## config.mk

```make
export PLATFORM = sky130hd
export DESIGN_NAME = i2s_rx
export DESIGN_NICKNAME = d
export VERILOG_FILES = /design/src/rtl/i2s_rx_pkg.sv /design/src/rtl/i2s_rx_sync_2ff.sv /design/src/rtl/i2s_rx.sv
export SDC_FILE = /design/constraint.sdc
export NUM_CORES = 1
export LEC_CHECK = 0
export CAP_MARGIN = 25
export CORE_UTILIZATION = 67
export DETAILED_ROUTE_END_ITERATION = 10
export DONT_BUFFER_PORTS = 1
export PLACE_DENSITY = 0.93
export SLEW_MARGIN = 0
export SYNTH_ARGS = -nofsm -noshare
export SYNTH_HDL_FRONTEND = slang
export SYNTH_SLANG_ARGS = --single-unit
```

## constraint.sdc

```tcl
create_clock -name CLK -period 3.1 [get_ports CLK]
set_input_delay 0.62 -clock CLK [delete_from_list [all_inputs] [get_ports CLK]]
set_output_delay 0.62 -clock CLK [all_outputs]
set_load 0.05 [all_outputs]
```

## src/rtl/i2s_rx_pkg.sv

```systemverilog
// Shared definitions for the I2S receiver: default word/slot sizes and FSM encodings.
package i2s_rx_pkg;

    localparam int DEF_DATA_W = 24;
    localparam int DEF_SLOT_W = 32;

    typedef enum logic [1:0] {
        ST_SYNC  = 2'd0,
        ST_DELAY = 2'd1,
        ST_SHIFT = 2'd2,
        ST_PAD   = 2'd3
    } state_t;

endpackage

```

## src/rtl/i2s_rx_sync_2ff.sv

```systemverilog
// Two-flop synchronizer for one asynchronous codec line into the CLK domain.
module sync_2ff (
    input  logic CLK,
    input  logic RST_N,
    input  logic d,
    output logic q
);

    logic meta_r;
    logic q_r;

    // Two-stage capture to settle metastability
    always_ff @(posedge CLK or negedge RST_N) begin
        if (!RST_N) begin
            meta_r <= 1'b0;
            q_r    <= 1'b0;
        end else begin
            meta_r <= d;
            q_r    <= meta_r;
        end
    end

    assign q = q_r;

endmodule

```

## src/rtl/i2s_rx.sv

```systemverilog
// I2S receiver: oversamples BCLK/LRCK/SDATA on CLK and presents coherent signed L/R pairs.
module i2s_rx
    import i2s_rx_pkg::*;
#(
    parameter int DATA_W = DEF_DATA_W,
    parameter int SLOT_W = DEF_SLOT_W
) (
    input  logic              CLK,
    input  logic              RST_N,
    input  logic              BCLK,
    input  logic              LRCK,
    input  logic              SDATA,
    output logic [DATA_W-1:0] LEFT,
    output logic [DATA_W-1:0] RIGHT,
    output logic              VALID,
    output logic              FRAME_ERR
);

    localparam int CW = $clog2(SLOT_W);
    localparam logic [CW-1:0] LAST_BIT  = CW'(DATA_W - 1);
    localparam logic [CW-1:0] LAST_SLOT = CW'(SLOT_W - 1);

    logic              bclk_s, lrck_s, sdata_s;
    logic              bclk_prev_r, rise_r, bit_r, lrck_r, lrck_prev_r, chan_r;
    logic              lrck_edge_s, word_done_s, err_s;
    logic [CW-1:0]     slot_cnt_r, bit_cnt_r;
    logic [DATA_W-1:0] shift_r, word_s, left_hold_r, left_r, right_r;
    logic              left_pend_r, valid_r, err_r;
    state_t            state_r, state_nxt_s;

    sync_2ff u_sync_bclk  (.CLK(CLK), .RST_N(RST_N), .d(BCLK),  .q(bclk_s));
    sync_2ff u_sync_lrck  (.CLK(CLK), .RST_N(RST_N), .d(LRCK),  .q(lrck_s));
    sync_2ff u_sync_sdata (.CLK(CLK), .RST_N(RST_N), .d(SDATA), .q(sdata_s));

    // Registered rise strobe with the LRCK/SDATA values captured alongside it
    always_ff @(posedge CLK or negedge RST_N) begin
        if (!RST_N) begin
            bclk_prev_r <= 1'b0;
            rise_r      <= 1'b0;
            bit_r       <= 1'b0;
            lrck_r      <= 1'b0;
        end else begin
            bclk_prev_r <= bclk_s;
            rise_r      <= bclk_s & ~bclk_prev_r;
            bit_r       <= sdata_s;
            lrck_r      <= lrck_s;
        end
    end

    assign lrck_edge_s = rise_r && (lrck_r != lrck_prev_r);
    assign word_s      = {shift_r[DATA_W-2:0], bit_r};

    // FSM state register
    always_ff @(posedge CLK or negedge RST_N) begin
        if (!RST_N) begin
            state_r <= ST_SYNC;
        end else begin
            state_r <= state_nxt_s;
        end
    end

    // Next-state and strobes; the edge rise itself is the delay bit and carries no data
    always_comb begin
        state_nxt_s = state_r;
        word_done_s = 1'b0;
        err_s       = 1'b0;
        if (rise_r) begin
            case (state_r)
                ST_SYNC: begin
                    if (lrck_edge_s && !lrck_r) begin
                        state_nxt_s = ST_SHIFT;
                    end else begin
                        state_nxt_s = ST_SYNC;
                    end
                end
                ST_DELAY: begin
                    state_nxt_s = ST_SHIFT;
                end
                ST_SHIFT: begin
                    if (lrck_edge_s) begin
                        err_s       = 1'b1;
                        state_nxt_s = ST_SYNC;
                    end else if (bit_cnt_r == LAST_BIT) begin
                        word_done_s = 1'b1;
                        state_nxt_s = ST_PAD;
                    end else begin
                        state_nxt_s = ST_SHIFT;
                    end
                end
                ST_PAD: begin
                    if (lrck_edge_s) begin
                        state_nxt_s = ST_SHIFT;
                    end else if (slot_cnt_r == LAST_SLOT) begin
                        err_s       = 1'b1;
                        state_nxt_s = ST_SYNC;
                    end else begin
                        state_nxt_s = ST_PAD;
                    end
                end
                default: begin
                    state_nxt_s = ST_SYNC;
                end
            endcase
        end else begin
            state_nxt_s = state_r;
        end
    end

    // Slot/bit counters, shift register, left holding register and registered outputs
    always_ff @(posedge CLK or negedge RST_N) begin
        if (!RST_N) begin
            lrck_prev_r <= 1'b0;
            chan_r      <= 1'b0;
            slot_cnt_r  <= '0;
            bit_cnt_r   <= '0;
            shift_r     <= '0;
            left_hold_r <= '0;
            left_pend_r <= 1'b0;
            left_r      <= '0;
            right_r     <= '0;
            valid_r     <= 1'b0;
            err_r       <= 1'b0;
        end else begin
            valid_r <= 1'b0;
            err_r   <= 1'b0;
            if (rise_r) begin
                lrck_prev_r <= lrck_r;
                if (lrck_edge_s) begin
                    slot_cnt_r <= '0;
                    chan_r     <= lrck_r;
                end else if (slot_cnt_r != LAST_SLOT) begin
                    slot_cnt_r <= slot_cnt_r + 1'b1;
                end
                if (state_r == ST_SHIFT && !lrck_edge_s) begin
                    shift_r   <= word_s;
                    bit_cnt_r <= bit_cnt_r + 1'b1;
                end else begin
                    bit_cnt_r <= '0;
                end
                // A right word only publishes when a left word from this alignment is waiting
                if (word_done_s) begin
                    if (!chan_r) begin
                        left_hold_r <= word_s;
                        left_pend_r <= 1'b1;
                    end else if (left_pend_r) begin
                        left_r      <= left_hold_r;
                        right_r     <= word_s;
                        valid_r     <= 1'b1;
                        left_pend_r <= 1'b0;
                    end
                end
                if (err_s) begin
                    err_r       <= 1'b1;
                    left_pend_r <= 1'b0;
                end
            end
        end
    end

    assign LEFT      = left_r;
    assign RIGHT     = right_r;
    assign VALID     = valid_r;
    assign FRAME_ERR = err_r;

endmodule

```

==> impl_metrics.env <==
export IMPL_grt_pass1_vias=2592
export IMPL_synth_area_top_cells="dfrtp_1 (65%), mux2_2 (21%), mux2_4 (2.9%)"
export IMPL_drt_initial_drc_count=137
export IMPL_synthAdderAreaFrac_pct=0.7939
export IMPL_die_area_sq_mm=0.007397
export IMPL_cts_setup_buffers=0
export IMPL_first_pass_iters=5
export IMPL_ys_types=37
export IMPL_failed_checks="hold timing"
export IMPL_syn2layout_area_growth_pct=12.30
export IMPL_drt_wl_total_mm=8.352
export IMPL_pre_cts_ws_ps=829.8
export IMPL_synthSimpleGateAreaFrac_pct=4.102
export IMPL_start_util_pct=69.59
export IMPL_dp_cells=379
export IMPL_final_hold_violation_count=122
export IMPL_synth_xor_area_share_pct=1.323
export IMPL_drc=0
export IMPL_yosys_area_top_type="dfrtp_1"
export IMPL_ioPinCount=55
export IMPL_syn_avg_cell_area_sq_um=16.08
export IMPL_ys_seq_area_share_pct=64.57
export IMPL_vias_per_cell=5.837
export IMPL_fin_nets=310
export IMPL_slew_viol_final=0
export IMPL_cts_tree="yes"
export IMPL_rows=30
export IMPL_yosys_top_cells_count="dfrtp_1 (122), mux2_2 (87), mux2_4 (9)"
export IMPL_fin_crit_ps=2345
export IMPL_grt_max_degree=123
export IMPL_crit_fanout=49
export IMPL_clockBufferDepth=2
export IMPL_crit_type="register to register"
export IMPL_fill_cells=346
export IMPL_die_height_um=86.01
export IMPL_rsz0062_at_grt="false"
export IMPL_cts_htree_levels=4
export IMPL_fin_crit_sh_pct=75.64
export IMPL_max_cap_violations=0
export IMPL_synth_area_sq_mm=0.004728
export IMPL_ys_flop_type="dfrtp_1"
export IMPL_crit_arrival_ps=2740
export IMPL_clock_latency_ps=520
export IMPL_synth_most_common_cell="dfrtp_1"
export IMPL_critPathRequiredTime_ps=3490
export IMPL_core_sq_mm=0.006794
export IMPL_async_flop_share_pct=100.0
export IMPL_p_leak_nw=2.661
export IMPL_peakVddDrop_v=0.0006053
export IMPL_synth_seq_cells=122
export IMPL_clkTransAtPathRegs_ps=60
export IMPL_slew_headroom_pct=51.01
export IMPL_gp_congestion=0.7778
export IMPL_grt_total_usage_pct=25.81
export IMPL_synthMuxAreaShare_pct=24.27
export IMPL_antenna_found_initial=0
export IMPL_numCtsBuffers=17
export IMPL_overflow=0
export IMPL_drive_above_1_share_pct=42.99
export IMPL_synthCells=294
export IMPL_grt_pass1_wl_mm=13.80
export IMPL_cts_root_buffer="clkbuf_8"
export IMPL_cts_sinks=122
export IMPL_skew_ps=7.350
export IMPL_post_drt_wl_per_cell_um=20.37
export IMPL_setup_viol=0
export IMPL_synth_top_family_by_area="multiplexers"
export IMPL_cp_start_kind="register"
export IMPL_synth_compound_area_share_pct=2.382
export IMPL_pwr_density_cell_mw_per_mm2=682.2
export IMPL_ys_warn_count=0
export IMPL_postRouteAntennaNets=0
export IMPL_vias=2393
export IMPL_synth_enable_flop_cells=0
export IMPL_die_x_um=86.01
export IMPL_min_path_type="primary input to asynchronous set/reset pin"
export IMPL_post_cts_resized=0
export IMPL_synth_net_count=302
export IMPL_worst_slew_pin_slew_ps=734.9
export IMPL_fin_cells=410
export IMPL_fin_tns_setup_ps=0
export IMPL_hpwl_mm=4.493
export IMPL_clock_fmax_mhz=426.5
export IMPL_status="complete, but fails checks"
export IMPL_fin_util_pct=78.16
export IMPL_synth_top_area_share_pct=64.57
export IMPL_critPathCaptureType="register"
export IMPL_io_buffers=0
export IMPL_antenna_cells=0
export IMPL_final_setup_worst_slack_ps=755.3
export IMPL_holdWs_ps=-203.4
==> flip-flops by register name, summed over array words and instances, names as in the netlist, 2 cells and up <==
register	flops
shift_r	23
LEFT	24
RIGHT	24
slot_cnt_r	5
state_r	2
left_hold_r	24
bit_cnt_r	5
==> per-layer routing <==
layer  track usage (%)  share of wire (%)  vias up
li1                  -                  -     1065
met1             32.99                 41     1238
met2             38.10                 50       73
met3             12.90                7.2       17
met4             10.00                2.1        0
met5                 0                  0        -
==> per-stage QoR <==
| stage | area (sq um) | hold WS [ps] | total power, W |
|---|---|---|---|
| after CTS | 5310 | -216.4 | 0.003638 |
| final | 5310 | -203.4 | 0.003623 |
| after global placement | 4767 | 326.5 | 0.001833 |
| after global routing | 5310 | -227.0 | 0.003730 |
| after detailed placement | 4767 | 327.0 | 0.001847 |
| after floorplan | 4728 | 324.4 | 0.001816 |
==> where the power goes <==
| group | internal, W | switching (W) |
|---|---|---|
| sequential | 0.00165 | 0.0000660 |
| combinational | 0.0000600 | 0.0000572 |
| clock | 0.00110 | 0.000698 |
| total | 0.00280 | 0.000821 |
==> layout by cell type (no fill, tap or decap), drive strengths merged, types with 2 or more instances in the layout <==
cell type	count
clkinv	5
ha	3
buf	3
nor4	2
a21oi	3
a21o	2
clkinvlp	4
a22o	3
nor2	7
clkbuf	20
nand2	7
dfrtp	122
mux2	98
xor2	4
inv	5
nor3	3
o21ai	7
nand4	2
and3	2
==> path summary, 6_finish.rpt <==
kind                               startpoint                  end  slack [ps]  depth (start not counted)
setup / recovery                       rise_r            RIGHT[23]         760                          4
hold / removal                          RST_N                VALID        -200                          0
setup reg to reg                       rise_r            RIGHT[23]         760                          4
hold reg to reg            u_sync_lrck.meta_r        u_sync_lrck.q         350                          0
max in group asynchronous               RST_N               lrck_r        3180                          0
min in group CLK                        SDATA  u_sync_sdata.meta_r         130                          0
==> layout make-up <==
cell class / count / area, sq um / share of cell area [%]
sequential: 122 / 3053 / 57.49
clock buffer: 20 / 445.4 / 8.388
timing repair buffer: 3 / 22.52 / 0.4241
multi-input combinational: 154 / 1556 / 29.31
tap: 96 / 120.1 / 2.262
inverter: 4 / 15.01 / 0.2828
clock inverter: 11 / 97.59 / 1.838
==> cell families (layout without fill, tap and decap cells) <==
logic type / count (synthesis) / count (layout)
xor gates and xnor gates: 5 / 5
DFF: 122 / 122
and+or+nand+nor: 29 / 29
adders and majority gates: 3 / 3
AOI/OAI and AO/OA: 18 / 18
buffers and inverters: 18 / 38
muxes: 99 / 99
==> worst max-delay path, stage by stage, from the launching register on <==
cell and delay [ps]:
dfrtp_1 660, nand3b_4 170, nor3_4 230, and3_4 690
mux2_2 430
Power figures use the tool's default switching activity.
